==> src/rtl/updown_counter_pkg.sv <==
// Shared constants and helpers for the parametrised up/down counter.
// Imported by the counter and by its later cascade wrapper.
package updown_counter_pkg;

  localparam logic MODE_WRAP = 1'b0;
  localparam logic MODE_SAT  = 1'b1;

  localparam logic DIR_UP   = 1'b1;
  localparam logic DIR_DOWN = 1'b0;

  function automatic logic [31:0] clamp_to_max(
    input logic [31:0] value,
    input logic [31:0] max
  );
    return (value > max) ? max : value;
  endfunction

endpackage

==> src/rtl/updown_counter_param.sv <==
// Up/down counter with runtime wrap/saturate mode, load and enable.
// Registered carry/borrow pulses mark wraps for cascading stages.
module updown_counter_param
  import updown_counter_pkg::*;
#(
  parameter int unsigned      WIDTH     = 8,
  parameter logic [WIDTH-1:0] MAX_VAL   = '1,
  parameter logic [WIDTH-1:0] RESET_VAL = '0
) (
  input  logic             clk,
  input  logic             reset,
  input  logic             en,
  input  logic             up_down,
  input  logic             mode,
  input  logic             load,
  input  logic [WIDTH-1:0] load_val,
  output logic [WIDTH-1:0] counter,
  output logic             carry,
  output logic             borrow,
  output logic             at_max,
  output logic             at_min
);

  logic [WIDTH-1:0] r_cnt;
  logic             r_carry;
  logic             r_borrow;

  logic [WIDTH-1:0] w_next;
  logic [WIDTH-1:0] w_load;
  logic             w_carry;
  logic             w_borrow;
  logic             w_at_max;
  logic             w_at_min;

  assign w_load   = WIDTH'(clamp_to_max(32'(load_val), 32'(MAX_VAL)));
  assign w_at_max = (r_cnt == MAX_VAL);
  assign w_at_min = (r_cnt == '0);

  // Terminal count is compared explicitly so any modulus works.
  always_comb begin
    w_next   = r_cnt;
    w_carry  = 1'b0;
    w_borrow = 1'b0;
    if (load) begin
      w_next = w_load;
    end else if (en) begin
      if (up_down == DIR_UP) begin
        if (!w_at_max) begin
          w_next = r_cnt + WIDTH'(1);
        end else if (mode == MODE_WRAP) begin
          w_next  = '0;
          w_carry = 1'b1;
        end
      end else begin
        if (!w_at_min) begin
          w_next = r_cnt - WIDTH'(1);
        end else if (mode == MODE_WRAP) begin
          w_next   = MAX_VAL;
          w_borrow = 1'b1;
        end
      end
    end
  end

  always_ff @(posedge clk or negedge reset) begin
    if (!reset) begin
      r_cnt    <= RESET_VAL;
      r_carry  <= 1'b0;
      r_borrow <= 1'b0;
    end else begin
      r_cnt    <= w_next;
      r_carry  <= w_carry;
      r_borrow <= w_borrow;
    end
  end

  assign counter = r_cnt;
  assign carry   = r_carry;
  assign borrow  = r_borrow;
  assign at_max  = w_at_max;
  assign at_min  = w_at_min;

endmodule
==> config.mk <==
export PLATFORM = sky130hd
export DESIGN_NAME = updown_counter_param
export DESIGN_NICKNAME = d
export VERILOG_FILES = /design/src/rtl/updown_counter_pkg.sv /design/src/rtl/updown_counter_param.sv
export SDC_FILE = /design/constraint.sdc
export NUM_CORES = 1
export LEC_CHECK = 0
export ABC_AREA = 1
export BUFFER_PORTS_ARGS = -buffer_cell sky130_fd_sc_hd__buf_2
export CORE_ASPECT_RATIO = 1.1
export CORE_MARGIN = 10
export CORE_UTILIZATION = 53
export DETAILED_ROUTE_END_ITERATION = 10
export PLACE_DENSITY_LB_ADDON = 0.25
export REMOVE_ABC_BUFFERS = 1
export SETUP_SLACK_MARGIN = 0.1
export SLEW_MARGIN = 15
export SYNTH_ARGS = -nofsm -noshare
export SYNTH_HDL_FRONTEND = slang
export SYNTH_SLANG_ARGS = --single-unit
==> constraint.sdc <==
create_clock -name clk -period 1.6 [get_ports clk]
set_input_delay 0.32 -clock clk [delete_from_list [all_inputs] [get_ports clk]]
set_output_delay 0.32 -clock clk [all_outputs]
set_load 0.01 [all_outputs]
Yosys cells after proc, flatten, opt, wreduce, memory -nomap -nowiden
Index checks and enable logic that the tools add are counted.
{ "totals": {"reg_bits": 10, "wordCells": 27} }
{ "classes": {"add_sub_neg": 2, "eq_ne": 3, "mux": 16, "reduce_logical": 3} }
{ "op_table": {"columns": ["operator", "n"], "rows": [
  ["8-bit two-way mux", 7],
  ["1-bit two-way mux", 9],
  ["8-bit by 1-bit adder with 8-bit output, second input constant", 1],
  ["8-bit == test, second input constant", 1],
  ["8-bit zero test", 1],
  ["4-bit inequality test, second input constant", 2],
  ["8-bit by 1-bit subtractor with 8-bit output, second input constant", 1],
  ["3-bit AND reduction", 1],
  ["2-bit nonzero test", 1]
]} }

Logic depth before layout (Yosys ltp)
{ "logic_depth": {"word_depth": 5, "mapped_depth": 10} }

Worst setup path before layout
No wires, ideal clock.
{ "synth_path": {"kind": "register -> register", "start": "register r_cnt[0], in the netlist counter[0]", "end": "register r_cnt[2], in the netlist counter[2]", "setup_ns": 0.119, "arrival_time_ns": 1.370, "required_time_ns": 1.481, "slack_ns": 0.111, "stages_incl_launch_ff": 11, "path_buffers": 0, "synth_period_minus_slack_ns": 1.489, "path_cell_list": "dfrtp_1 ha_1 nand2_2 nor2_2 nand2_2 inv_4 nand3b_4 nand3_4 inv_4 nand2_2 o21ai_2"} }
{ "synth_via": {"elab_chain_cells": 5, "word_cells_on_any_way": 12} }
{ "synth_rtl": {"columns": ["item", "line_no", "source"], "rows": [
  ["start, declared", "updown_counter_param.sv:24", "logic [WIDTH-1:0] r_cnt;"],
  ["start signal, assigned", "updown_counter_param.sv:71", "r_cnt <= w_next;"],
  ["8-bit == test (*)", "updown_counter_param.sv:36", "assign w_at_max = (r_cnt == MAX_VAL);"],
  ["named net at_max", "updown_counter_param.sv:20", "output logic at_max,"],
  ["8-bit two-way mux", "updown_counter_param.sv:48", "if (!w_at_max) begin"],
  ["8-bit two-way mux", "updown_counter_param.sv:47", "if (up_down == DIR_UP) begin"],
  ["8-bit two-way mux", "updown_counter_param.sv:46", "end else if (en) begin"],
  ["8-bit two-way mux", "updown_counter_param.sv:44", "if (load) begin"]
]} }
The timed path passes the listed nets; every way through them passes the cells marked *. The select of a mux whose other input is x is not followed.
A chain may end at the register's enable or synchronous reset.

Worst setup path in the final report
{ "layout_path": {"start": "register r_cnt[2], in the netlist counter[2]", "end": "register r_cnt[7], in the netlist counter[7]"} }
{ "layout_via": {"elab_chain_cells": 5, "word_cells_on_any_way": 12} }
{ "layout_rtl": {"columns": ["item", "line_no", "source"], "rows": [
  ["8-bit by 1-bit subtractor with 8-bit output, or another cell as far along", "updown_counter_param.sv:56", "w_next = r_cnt - WIDTH'(1);"],
  ["8-bit two-way mux (on tied branches)", "updown_counter_param.sv:55, updown_counter_param.sv:48", null],
  ["8-bit two-way mux", "updown_counter_param.sv:47", null],
  ["8-bit two-way mux", "updown_counter_param.sv:46", null],
  ["8-bit two-way mux", "updown_counter_param.sv:44", null]
]} }
Parallel ways exist; a longest one is shown, timed or not. The select of a mux whose other input is x is not followed.

==> results.sh <==
export IMPL_slew_headroom_pct=71.9
export IMPL_r2r_end="counter[7]"
export IMPL_setup_viol=1
export IMPL_maxCapViolCount=0
export IMPL_dieArea_sq_mm=0.00419
export IMPL_grt_pass1_vias=1241
export IMPL_criticalPathCategory="flip-flop to flip-flop"
export IMPL_routedWlPerCell_microns=18.3
export IMPL_clock_sinks=10
export IMPL_setup_slack_ns=-0.00670
export IMPL_setup_tns_ns=-0.00670
export IMPL_avgSynthCellArea_sq_um=6.67
export IMPL_holdWs_ns=0.313
export IMPL_synth_most_common_cell="nand2_1"
export IMPL_synthTopCellsByCount="nand2_1 (55), nand3_1 (19), inv_1 (14), nor2_1 (11), dfrtp_1 (10)"
export IMPL_io_pins=26
export IMPL_max_freq_mhz=622
export IMPL_syn2layout_area_growth_pct=42.5
export IMPL_ctsRootBufferMaster="clkbuf_4"
export IMPL_outcome="complete, but fails checks"
export IMPL_violations="setup timing"
export IMPL_pwr_share_seq_pct=30.6
export IMPL_period_share_pct=100
export IMPL_critPathLaunchType="flip-flop"
export IMPL_p_sw_uw=576
export IMPL_synth_area_top_cells="dfrtp_1 (24%), nand2_1 (19%), nand3_1 (9.0%)"
export IMPL_intPower_uw=693
export IMPL_hold_viol=0
export IMPL_clk_pin_slew_ns=0.07
export IMPL_synth_cell_types=23
export IMPL_port_buffers=25
export IMPL_globalplace_congestion=0.970
export IMPL_initial_core_util_pct=57.5
export IMPL_cp_data_required_time_ns=1.77
export IMPL_overflow=0
export IMPL_crit_fanout=4
export IMPL_cts_tree="done"
export IMPL_rows=16
export IMPL_drt_vias_per_instance=5.95
export IMPL_drt_initial_drc_count=136
export IMPL_synthArstFlopShare_pct=100
export IMPL_irDropWorstVdd_mv=0.669
export IMPL_fin_crit_ns=1.61
export IMPL_combPwrFrac_pct=51.0
export IMPL_ant_nets=0
export IMPL_tightest_slew_ns=0.420
export IMPL_fin_nets=219
export IMPL_core_sq_mm=0.00184
export IMPL_rr_worst_depth=9
export IMPL_synth_area_sq_mm=0.00106
export IMPL_firstDrtPassIters=5
export IMPL_dpl_hpwl_microns=2390
export IMPL_antenna_found_initial=0
export IMPL_synth_seq_cells=10
export IMPL_p_leak_nw=0.775
export IMPL_die_w_microns=62.6
export IMPL_power_frac_clock_pct=18.4
export IMPL_synth_top_area_cell="dfrtp_1"
export IMPL_layout_drive_gt1_share_pct=52.2
export IMPL_pwr_density_cell_mw_per_mm2=840
export IMPL_grtUsageTotal_pct=17.7
export IMPL_synth_top_area_share_pct=23.6
export IMPL_clockBufferDepth=2
export IMPL_fin_skew_ns=0.00206
export IMPL_grt_max_degree=11
export IMPL_die_height_microns=66.9
export IMPL_ys_flop_type="dfrtp_1"
export IMPL_hold_class="input port to flip-flop"
export IMPL_switching_share_pct=45.4
export IMPL_reg2reg_slack_ns=-0.007
export IMPL_finalMaxSlewViolations=0
export IMPL_drc=0
export IMPL_cts_made_buffers=3
export IMPL_wirelength_microns=4180
export IMPL_r2r_start="counter[2]"
export IMPL_clk_latency_ns=0.27
export IMPL_synth_edf_count=0
export IMPL_cts_htree_levels=1
export IMPL_ys_warn_count=0
export IMPL_endpoint_kind="flip-flop"
export IMPL_syn_inst=159
export IMPL_cp_endpoint="counter[7]"
export IMPL_dr_total_vias=1357
export IMPL_diodes=0
export IMPL_worstSetupStartpoint="counter[2]"
export IMPL_rsz0062_at_grt="yes"
export IMPL_fillCellCount=128
export IMPL_seq_area_frac_synth_pct=23.6
export IMPL_arrival_ns=1.77
export IMPL_grt_pass1_wl_microns=6040
-- routing by layer --
layer	GRT usage [%]	part of all wire (%)	up-vias	wire, microns
met1	20.4	39	630	1620
met5	0	0	-	0
met2	30.5	48	112	2010
met4	10.1	3.3	0	138
met3	3.18	9.8	21	408
li1	-	-	594	-
-- layout by cell type (no fill, tap or decap), drive strengths merged --
master       count
a221oi           1
buf             42
clkbuf           4
dfrtp           10
dlygate4sd3      1
ha               3
inv             18
nand2           62
nand3           21
nand3b           1
nand4            4
nor2            19
nor4             2
o2111ai          1
o211ai           1
o21ai           10
xor2             1
-- power by group through the flow --
stage,Sequential (mW),Combinational (mW),Clock (mW)
floorplan,0.377,0.263,0
global placement,0.373,0.411,0
detailed placement,0.379,0.416,0
CTS,0.368,0.508,0.238
global route,0.391,0.696,0.245
finish,0.388,0.647,0.234
-- cell families after synthesis --
logic type      Yosys count  share of synthesized area [%]
fa+ha+maj                 3                           3.54
simple gates            108                           51.1
buf+inv                  24                           13.5
compound gates           13                           7.44
flops                    10                           23.6
xor+xnor                  1                          0.827
-- per-stage QoR --
| stage | utilization, % | instance area, sq um | worst slack, ns | total power [mW] | instances |
|---|---|---|---|---|---|
| floorplan | - | 992 | 0.0906 | 0.639 | 153 |
| global placement | 63.3 | 1170 | 0.0791 | 0.784 | 207 |
| detailed placement | 63.3 | 1170 | -0.0121 | 0.795 | 207 |
| CTS | 74.2 | 1370 | -0.0543 | 1.11 | 227 |
| global route | 82.0 | 1510 | -0.0484 | 1.33 | 228 |
| finish | 82.0 | 1510 | -0.00670 | 1.27 | 228 |
-- state kept, by name (all words and copies together) (netlist names) --
name,flops
borrow,1
carry,1
counter,8
-- repair_timing --
item,4_1_cts,5_1_grt
setup buffers,14,2
endpoints found under the hold margin,10,0
pin swaps,11,20
hold buffers,1,0
gates cloned,1,0
endpoints found under the setup margin,10,12
resized for setup,17,41
-- worst max-delay path, cell delays in order, from the launching register on --
cell,delay [ns]
dfrtp_2,0.47
buf_4,0.18
nor2_1,0.15
nand2_1,0.14
o21ai_1,0.17
nand3_1,0.08
nand2_1,0.07
nand3_1,0.10
nand2_2,0.09
nand2_1,0.04
-- layout make-up --
type	count	area [sq um]	area share, %
Clock buffer	4	36.3	2.40
Tap cell	27	33.8	2.24
Timing Repair Buffer	43	290	19.2
Inverter	18	80.1	5.30
Sequential cell	10	260	17.2
Multi-Input combinational cell	126	810	53.6
-- worst min-delay path by stage --
stage,start,end,depth (start not counted)
floorplan,reset,borrow,0
global placement,reset,counter[7],1
detailed placement,reset,counter[7],1
CTS,mode,borrow,2
global route,mode,borrow,2
finish,mode,borrow,2
(Power assumes the default switching activity.)
